$ cat config.mk
export PLATFORM = sky130hd
export DESIGN_NAME = switch_debouncer
export DESIGN_NICKNAME = d
export VERILOG_FILES = /design/src/rtl/switch_pkg.sv /design/src/rtl/debounce_bit.sv /design/src/rtl/switch_debouncer.sv
export SDC_FILE = /design/constraint.sdc
export NUM_CORES = 1
export LEC_CHECK = 0
export CORE_MARGIN = 1
export CORE_UTILIZATION = 35
export DETAILED_ROUTE_END_ITERATION = 10
export PLACE_DENSITY = 0.6
export SKIP_LAST_GASP = 1
export SYNTH_ARGS = -nofsm -noshare
export SYNTH_HDL_FRONTEND = slang
export SYNTH_SLANG_ARGS = --single-unit
$ cat constraint.sdc
create_clock -name clk -period 1.8 [get_ports clk]
set_clock_uncertainty 0.15 [all_clocks]
set_input_delay 0.54 -clock clk [delete_from_list [all_inputs] [get_ports clk]]
set_output_delay 0.54 -clock clk [all_outputs]
set_load 0.05 [all_outputs]
$ cat src/rtl/switch_pkg.sv
// rtl/switch_pkg.sv - shared widths and debounce periods for the switch input stage
package switch_pkg;

    localparam int SW_WIDTH            = 4;
    localparam int DEBOUNCE_CYCLES_HW  = 480000;
    localparam int DEBOUNCE_CYCLES_SIM = 4;

    typedef logic [SW_WIDTH-1:0] sw_t;

endpackage

$ cat src/rtl/debounce_bit.sv
// rtl/debounce_bit.sv - one switch bit: two-flop synchroniser, stability counter, edge pulses
module debounce_bit
    import switch_pkg::*;
#(
    parameter int STABLE_CYCLES = DEBOUNCE_CYCLES_HW
) (
    input  logic clk,
    input  logic reset,
    input  logic raw,
    output logic clean,
    output logic rise,
    output logic fall,
    output logic fire
);

    if (STABLE_CYCLES < 2) begin : g_bad_stable_cycles
        $error("debounce_bit: STABLE_CYCLES must be at least 2");
    end

    localparam int CNT_W = $clog2(STABLE_CYCLES);
    localparam logic [CNT_W-1:0] CNT_TOP = CNT_W'(STABLE_CYCLES - 1);

    logic             sync1;
    logic             sync2;
    logic [CNT_W-1:0] cnt;
    logic             mismatch;

    assign mismatch = (sync2 != clean);
    // fire is the cycle whose edge commits sync2 into clean; the top registers changed from it
    assign fire     = mismatch && (cnt == CNT_TOP);

    always_ff @(posedge clk) begin
        if (reset) begin
            sync1 <= 1'b0;
            sync2 <= 1'b0;
            clean <= 1'b0;
            cnt   <= '0;
            rise  <= 1'b0;
            fall  <= 1'b0;
        end else begin
            sync1 <= raw;
            sync2 <= sync1;
            rise  <= 1'b0;
            fall  <= 1'b0;
            if (fire) begin
                clean <= sync2;
                cnt   <= '0;
                rise  <= sync2;
                fall  <= ~sync2;
            end else if (mismatch) begin
                cnt <= cnt + 1'b1;
            end else begin
                cnt <= '0;
            end
        end
    end

endmodule

$ cat src/rtl/switch_debouncer.sv
// rtl/switch_debouncer.sv - debounces the DIP-switch bus feeding the LED decoder
module switch_debouncer
    import switch_pkg::*;
#(
    parameter int WIDTH         = SW_WIDTH,
    parameter int STABLE_CYCLES = DEBOUNCE_CYCLES_HW
) (
    input  logic             clk,
    input  logic             reset,
    input  logic [WIDTH-1:0] s_raw,
    output logic [WIDTH-1:0] s_clean,
    output logic [WIDTH-1:0] rise,
    output logic [WIDTH-1:0] fall,
    output logic             changed
);

    logic [WIDTH-1:0] fire;

    for (genvar i = 0; i < WIDTH; i++) begin : g_bit
        debounce_bit #(
            .STABLE_CYCLES(STABLE_CYCLES)
        ) u_bit (
            .clk  (clk),
            .reset(reset),
            .raw  (s_raw[i]),
            .clean(s_clean[i]),
            .rise (rise[i]),
            .fall (fall[i]),
            .fire (fire[i])
        );
    end

    // registered from the same commit condition as the pulses so it lines up with them
    always_ff @(posedge clk) begin
        if (reset) begin
            changed <= 1'b0;
        end else begin
            changed <= |fire;
        end
    end

endmodule
==> results by stage, run 1 <==
GRT:
- The global routing usage on met3 is between 4 and 5%.
- Global routing consumed, on the met2 layer, 22.5% of the routing resources.
- The global-route usage over all layers is between 10% and 20%.
- The number of antenna violations at the first check in global routing is 0.
- The global routing's busiest layer is met2.
- The wire length of the first global-routing pass is approximately 13000 µm.
- The pin count of the biggest net entering global routing is 19.
- After global routing the overflow that remains totals 0.
- The met1 usage in global routing is 16.5%.
- The via count of the first global-routing pass is between 2000 and 3000.

Synthesis:
- The most area-hungry cell type in the Yosys netlist is sky130_fd_sc_hd__dfxtp_1.
- The sequential share of the synthesized area is 48.6%.
- Synthesis produced a netlist with a net count of 451.
- The area of the mapped netlist is between 3000 and 4000 µm².
- Yosys printed 0 warnings.
- For this run, asynchronously set or reset flops after synthesis account for 0%.
- The number of different library cells used by synthesis comes to 31.
- For this run, the leading register cell type out of synthesis is sky130_fd_sc_hd__dfxtp_1.
- The synthesized instance count is 441.
- The number of synthesized register bits is 97.
- Yosys mapped a number of flops with a built-in enable equal to 0.
- The average instance in the mapped netlist occupies 9.05 µm².
- The share of synthesized area in the top cell type comes to 48.6%.
- By area the synthesized netlist is led by sky130_fd_sc_hd__dfxtp_1 (49%), sky130_fd_sc_hd__nor2_1 (9.2%), sky130_fd_sc_hd__xnor2_1 (8.1%).

Timing:
- The period utilization is 96.1%.
- The hold violation count in the final report is 0.
- The max-slew violation count came to 0.
- The clock period minus final worst setup slack is roughly 1.7 ns.
- The final count of negative-setup-slack endpoints is 0.
- The timing-limited maximum frequency is 578 MHz.
- The measured slew at the worst slew-check pin is 0.468 ns.
- The final sum of negative setup slack is 0 ns.
- Setup repair after global routing could not meet its margin everywhere.
- The worst slew margin relative to its limit is 68.5%.

Worst setup path:
- The data arrival time of the worst path is 1.81 ns.
- The sum of buffers and inverters on the critical path is 0.
- The critical path goes through nand4_1, or4_4, nor3_2, xnor2_1, nor2_1.
- The required time of the critical path is 1.88 ns.
- The cell family contributing the most delay on the critical path is simple AND/OR/NAND/NOR gates.
- The element type at the critical path start is a flip-flop.
- The worst stage delay on the critical path is between 0.5 and 0.6 ns.
- The slowest stage of the critical path belongs to the cell sky130_fd_sc_hd__or4_4.
- The capturing element type of the critical path is a flip-flop.
- The maximum fanout along the worst path is 4.
- The critical setup path kind is flip-flop to flip-flop.

Power:
- In this run the static leakage power is roughly 1.8 nW.
- IR analysis of the VDD net gives a maximum drop of between 0.0006 and 0.0007 V.
- The total power divided by cell area is 834 nW/µm².
- The overall power of the completed layout is between 4 and 5 mW.

Worst hold path:
- The min-delay analysis places its worst path in the category flip-flop to flip-flop.

CTS:
- The H-tree depth reported by CTS is 3.
- The tree is rooted in a sky130_fd_sc_hd__clkbuf_16.
- TritonCTS built the clock tree.
- The clock transition at the registers of the reported paths is 0.06 ns.
- In this run, CTS created clock tree buffers numbering 9.
- The clock insertion delay at the later pin of the skew report is 0.34 ns.
- The clock passes through at most 2 buffers.
- The CTS sink count is between 90 and 100.

Detailed routing:
- In the final routed layout, each cell accounts on average for 11.5 µm.
- The total vias in the final route is 3001.
- The number of vias per cell after detailed routing is 4.70.
- In this run, the number of DRC markers left after iteration 0 of detailed routing was 86.
- The overall routed net length is 7370 µm.
- The first-pass detailed-route iteration total is 4.
- The remaining antenna violation count is 0.
- The post-route DRC violation count is 0.

Placement:
- The count of buffers inserted at the top-level ports is 18.
- The HPWL after detailed placement is 5180 µm.
- After detailed placement, the total cell area comes to 4700 µm².
- At the end of routability-driven placement, the weighted congestion stood at 0.795.

Floorplan:
- 19 I/O pins were placed.
- For this configuration, the core starts out at a cell density of 36.4%.
- The die is ~110 µm wide.
- The number of rows in the core area is 38.
- The vertical die dimension is 109 µm.
- The area of the core is 11000 µm².
- The total die area is 11800 µm².

Final layout:
- In the final layout, the share of cells above drive strength 1 is 20.0%.
- The net total in the final layout is between 500 and 600.
- The count of inserted antenna diode cells is 0.
- The post-route cell area is between 5000 and 6000 µm².
- The top cell types in the final layout, fill and taps aside, are sky130_fd_sc_hd__nor2_1 (95), sky130_fd_sc_hd__dfxtp_1 (93), sky130_fd_sc_hd__buf_4 (40), sky130_fd_sc_hd__xnor2_1 (37), sky130_fd_sc_hd__xor2_1 (35).
- The growth of design area from synthesis to finish is 29.3%.
- Measured on the finished design, the core utilization comes to 47.0%.
- Leaving out fill and tap cells, the most frequent cell in the layout is sky130_fd_sc_hd__nor2_1.

Status:
- The run finished with clean final reports.

Flow run:
- The tool flagged a number of max-cap violations equal to 0.
[timing repair]
| action | 4_1_cts | 5_1_grt |
|---|---|---|
| hold buffers | 0 | 0 |
| resized for setup | 3 | 22 |
| pin swaps | 1 | 2 |
| setup endpoints to repair | 21 | 54 |
| buffers inserted | 1 | 2 |
[path summary, 6_finish.rpt]
path / from / slack [ns] / endpoint / cells past startpoint
worst max register to register: g_bit[1].u_bit.cnt[10] / 0.07 / g_bit[1].u_bit.cnt[16] / 5
worst max-delay path: g_bit[1].u_bit.cnt[10] / 0.07 / g_bit[1].u_bit.cnt[16] / 5
worst min-delay path: g_bit[0].u_bit.sync1 / 0.29 / g_bit[0].u_bit.sync2 / 1
worst min register to register: g_bit[0].u_bit.sync1 / 0.29 / g_bit[0].u_bit.sync2 / 1
[stage by stage]
stage / worst slack, ns / std cells / hold slack [ns]
floorplan: 0.0109 / 441 / 0.264
finish: 0.0702 / 639 / 0.287
global placement: -0.138 / 620 / 0.271
CTS: 0.00838 / 637 / 0.290
detailed placement: -0.180 / 620 / 0.275
global route: -0.0681 / 639 / 0.311
[registers in the layout (all words and copies together), names as in the netlist]
| signal | flops |
|---|---|
| changed | 1 |
| g_bit.u_bit.clean | 4 |
| g_bit.u_bit.cnt | 76 |
| g_bit.u_bit.fall | 4 |
| g_bit.u_bit.rise | 4 |
| g_bit.u_bit.sync1 | 4 |
| g_bit.u_bit.sync2 | 4 |
[worst reg2reg max path: stages (launching register included)]
cell and delay [ns]:
sky130_fd_sc_hd__dfxtp_1 0.38, sky130_fd_sc_hd__nand4_1 0.22, sky130_fd_sc_hd__or4_4 0.53, sky130_fd_sc_hd__nor3_2 0.16, sky130_fd_sc_hd__xnor2_1 0.14, sky130_fd_sc_hd__nor2_1 0.05
[kinds of logic (layout without fill, tap and decap cells)]
kind of cell / Yosys count / after routing / share of synthesized area, %
and+or+nand+nor: 233 / 233 / 29.0
xor gates and xnor gates: 72 / 72 / 15.8
DFF: 97 / 97 / 48.6
buffers and inverters: 30 / 88 / 4.20
muxes: 4 / 4 / 1.00
AOI/OAI and AO/OA: 1 / 1 / 0.125
adders and majority gates: 4 / 4 / 1.25
[layer usage]
metal	routed length, µm	share of wire [%]
met2	3540	48
met4	99	1.3
met3	279	3.8
met1	3450	47
met5	0	0
[synth_stat cells, types with 2 or more instances]
cell / number
sky130_fd_sc_hd__nor2_1: 98
sky130_fd_sc_hd__dfxtp_1: 97
sky130_fd_sc_hd__xnor2_1: 37
sky130_fd_sc_hd__xor2_1: 35
sky130_fd_sc_hd__nand3_1: 29
sky130_fd_sc_hd__nand2_1: 23
sky130_fd_sc_hd__nand4_1: 20
sky130_fd_sc_hd__buf_4: 13
sky130_fd_sc_hd__inv_1: 10
sky130_fd_sc_hd__and3_1: 9
sky130_fd_sc_hd__nor3_1: 9
sky130_fd_sc_hd__nor4_1: 9
sky130_fd_sc_hd__nor2b_1: 8
sky130_fd_sc_hd__and4_1: 5
sky130_fd_sc_hd__buf_2: 5
sky130_fd_sc_hd__nand2b_1: 5
sky130_fd_sc_hd__ha_1: 4
sky130_fd_sc_hd__mux2i_1: 4
sky130_fd_sc_hd__and2_1: 3
sky130_fd_sc_hd__nor3_2: 3
sky130_fd_sc_hd__clkbuf_1: 2
sky130_fd_sc_hd__nor2_2: 2
sky130_fd_sc_hd__nor3b_1: 2
sky130_fd_sc_hd__nor4bb_1: 2
[layout make-up]
class | instances | area (µm²)
multi-input cells | 314 | 1990
clock inverters | 6 | 88.8
fillers | 1037 | 5820
inverters | 10 | 37.5
well taps | 140 | 175
repair buffers | 62 | 682
clock buffers | 10 | 239
flip-flops and latches | 97 | 1950
[where the power goes]
part | switching [mW] | internal, mW | total (mW)
clock | 0.817 | 1.26 | 2.07
sequential | 0.00766 | 2.16 | 2.16
combinational | 0.0312 | 0.0358 | 0.0670
Note: power is estimated with default switching activity, not from simulation.
==> inputs of run 2 (changes only) <==
PLACE_DENSITY = 0.58   (was 0.6)
clock period = 2.25 ns   (was 1.8 ns; I/O delays follow)
==> run 2 against run 1 <==
Net effect: combinational power down 31%; count of clock-buffer cells in the layout grew 1; sequential share of layout area grew 4.9 points; maximum frequency fell by 9.5%; power fell by 26%; via count down 6.8%; worst setup slack improved by 0.27 ns; global-route usage down 0.89 points; final area shrank 12%; critical path type unchanged; hold slack got worse by 0.0020 ns; clock power fell by 32%; first-iteration DRC count down 15%.
==> results by stage, run 2 (synthesis gave the netlist of run 1 again) <==
Status:
- Result of the run: completed (unchanged).

Floorplan:
- The total die area is 11800 µm² (unchanged).
- The starting utilization of the core area is 36.4% (unchanged).
- The horizontal die dimension came to 109 µm (unchanged).
- The number of rows in the core area came to 38 (unchanged).
- The number of placed I/O pins is 19 (unchanged).
- The vertical die dimension is 109 µm (unchanged).
- The area of the core is 11000 µm² (unchanged).

CTS:
- The clock insertion delay at the later pin of the skew report was 0.34 ns (about the same).
- The clock transition at the registers of the reported paths is 0.06 ns (about the same).
- The buffer count from post-CTS setup fixing is 0 (was 1).
- The post-cts resize count is 0 (was 3).
- The clock tree from TritonCTS is done (unchanged).
- The H-tree depth reported by CTS is 3 (unchanged).
- The clock tree root driver cell is sky130_fd_sc_hd__clkbuf_16 (unchanged).
- The maximum count of clock buffers along a single path is 2 (unchanged).
- The total of hold buffers inserted after clock tree synthesis is 0 (unchanged).
- The CTS sink count is 97 (unchanged).
- The number of CTS-inserted buffers came to 9 (unchanged).

Timing:
- The worst hold margin came to 0.285 ns (was 0.287 ns).
- The period utilization came to 85.0% (was 96.1%).
- RSZ-0062 raised after global routing: no (was yes).
- The measured slew at the worst slew-check pin is 0.572 ns (was 0.468 ns).
- The timing-limited maximum frequency came to 523 MHz (was 578 MHz).
- The final sum of negative setup slack came to 0 ns (unchanged).
- The worst slew margin relative to its limit was 61.6% (was 68.5%).
- The clock period minus final worst setup slack is 1.91 ns (was 1.73 ns).
- The worst setup margin is 0.339 ns (was 0.0702 ns).
- The hold violation count in the final report is 0 (unchanged).
- The final count of negative-setup-slack endpoints was 0 (unchanged).
- The max-slew violation count is 0 (unchanged).

Flow run:
- The max capacitance violation total is 0 (unchanged).

Detailed routing:
- The overall routed net length was 6920 µm (was 7370 µm).
- The routed wirelength normalized by instance count is 11.5 µm (about the same).
- The first-pass detailed-route iteration total came to 4 (unchanged).
- The post-route DRC violation count is 0 (unchanged).
- The first-iteration detailed-routing DRC count was 73 (was 86).
- The number of vias per cell after detailed routing is 4.64 (was 4.70).
- The remaining antenna violation count is 0 (unchanged).
- The total vias in the final route is 2798 (was 3001).

Worst setup path:
- The destination of the critical timing path is g_bit[1].u_bit.cnt[12] (was g_bit[1].u_bit.cnt[16]).
- The launching point of the worst reg2reg path is g_bit[1].u_bit.cnt[0] (was g_bit[1].u_bit.cnt[10]).
- The data arrival time of the worst path is 1.98 ns (was 1.81 ns).
- The worst setup path startpoint is g_bit[1].u_bit.cnt[0] (was g_bit[1].u_bit.cnt[10]).
- The capturing element type of the critical path is a flip-flop (unchanged).
- The required time of the critical path is 2.32 ns (was 1.88 ns).
- The critical setup path kind is flip-flop to flip-flop (unchanged).
- The flop-to-flop setup slack came to 0.34 ns (was 0.07 ns).
- The number of cells traversed by the worst register-to-register path came to 6 (was 5).
- The reg-to-reg endpoint is g_bit[1].u_bit.cnt[12] (was g_bit[1].u_bit.cnt[16]).
- The element type at the critical path start is a flip-flop (unchanged).
- The maximum fanout along the worst path is 4 (unchanged).

Final layout:
- The growth of design area from synthesis to finish is 14.1% (was 29.3%).
- The count of inserted antenna diode cells is 0 (unchanged).
- The final standard cell count with taps included and fillers excluded is 603 (was 639).
- The share of post-route cells with drive strength above 1 is 9.50% (was 20.0%).
- The largest register by flop count is g_bit.u_bit.cnt (unchanged).
- The post-route cell area is 4560 µm² (was 5160 µm²).
- The post-route core utilization came to 41.5% (was 47.0%).
- The most common cell after layout, fill and taps aside is sky130_fd_sc_hd__nor2_1 (unchanged).
- The flip-flop count of the largest register, all copies and words added is 76 (unchanged).
- Highest-count cells in the layout ignoring fill and taps: sky130_fd_sc_hd__nor2_1 (98), sky130_fd_sc_hd__dfxtp_1 (97), sky130_fd_sc_hd__xnor2_1 (37), sky130_fd_sc_hd__xor2_1 (35), sky130_fd_sc_hd__nand3_1 (29) (was sky130_fd_sc_hd__nor2_1 (95), sky130_fd_sc_hd__dfxtp_1 (93), sky130_fd_sc_hd__buf_4 (40), sky130_fd_sc_hd__xnor2_1 (37), sky130_fd_sc_hd__xor2_1 (35)).
- The net total in the final layout is 469 (was 504).

Power:
- The overall power of the completed layout is 3.17 mW (was 4.31 mW).
- The total power divided by cell area is 697 nW/µm² (was 834 nW/µm²).
- The maximum vdd drop is 0.000343 V (was 0.000637 V).
- The static power due to leakage came to 1.51 nW (was 1.83 nW).

Placement:
- The cell total after placement is 588 (was 620).
- The pre-CTS setup slack was 0.0398 ns (was -0.180 ns).
- The post-place instance area is 4280 µm² (was 4700 µm²).
- The count of buffers inserted at the top-level ports came to 18 (unchanged).
- The global placer's final weighted congestion is 0.763 (was 0.795).
- The final HPWL from detailed placement came to 4940 µm (was 5180 µm).

GRT:
- The pin count of the biggest net entering global routing is 18 (was 19).
- The global-route usage over all layers is 12.8% (was 13.7%).
- The wire length of the first global-routing pass is 11900 µm (was 12600 µm).
- The via count of the first global-routing pass was 2656 (was 2845).
- The number of antenna violations at the first check in global routing is 0 (unchanged).
- The total congestion overflow is 0 (unchanged).

Worst hold path:
- The class of the most critical hold timing path is flip-flop to flip-flop (unchanged).
run 2: where the power goes:
part / internal [mW] / switching [mW] / leakage [nW] / total, mW
logic: 0.0232 / 0.0228 / 0.606 / 0.0460
registers: 1.73 / 0.00588 / 0.783 / 1.73
clock network: 0.773 / 0.624 / 0.120 / 1.40
total: 2.52 / 0.653 / 1.51 / 3.17
run 2: final cells by class:
cell class	count	area (µm²)
tap	140	175
inverter	10	37.5
clock buffer	11	243
sequential	97	1940
multi-input combinational	314	1890
clock inverter	4	30.0
fill	1099	6430
timing repair buffer	27	240
run 2: metal layers:
| layer | vias to the layer above | share of wire, % | global-route usage [%] |
|---|---|---|---|
| li1 | 1486 | - | - |
| met1 | 1278 | 50 | 16.3 |
| met2 | 26 | 45 | 20.5 |
| met3 | 8 | 3.9 | 4.72 |
| met4 | 0 | 1.1 | 3.47 |
| met5 | - | 0 | 0 |
run 2: critical path, cell delays in order (launching register included):
cell                      delay, ns
sky130_fd_sc_hd__dfxtp_1       0.35
sky130_fd_sc_hd__ha_1          0.21
sky130_fd_sc_hd__nand2_1       0.11
sky130_fd_sc_hd__or4_1         0.62
sky130_fd_sc_hd__nor2_1        0.17
sky130_fd_sc_hd__xnor2_1       0.13
sky130_fd_sc_hd__nor2_1        0.05
run 2: worst min path at each step:
stage                          from                    to  slack (ns)  depth (start not counted)
2_1_floorplan  g_bit[0].u_bit.sync1  g_bit[0].u_bit.sync2        0.26                          1
5_1_grt        g_bit[2].u_bit.sync1  g_bit[2].u_bit.sync2        0.31                          1
3_3_place_gp   g_bit[1].u_bit.sync1  g_bit[1].u_bit.sync2        0.28                          1
3_5_place_dp   g_bit[3].u_bit.sync1  g_bit[3].u_bit.sync2        0.27                          1
4_1_cts        g_bit[1].u_bit.sync1  g_bit[1].u_bit.sync2        0.29                          1
6_report       g_bit[1].u_bit.sync1  g_bit[1].u_bit.sync2        0.28                          1
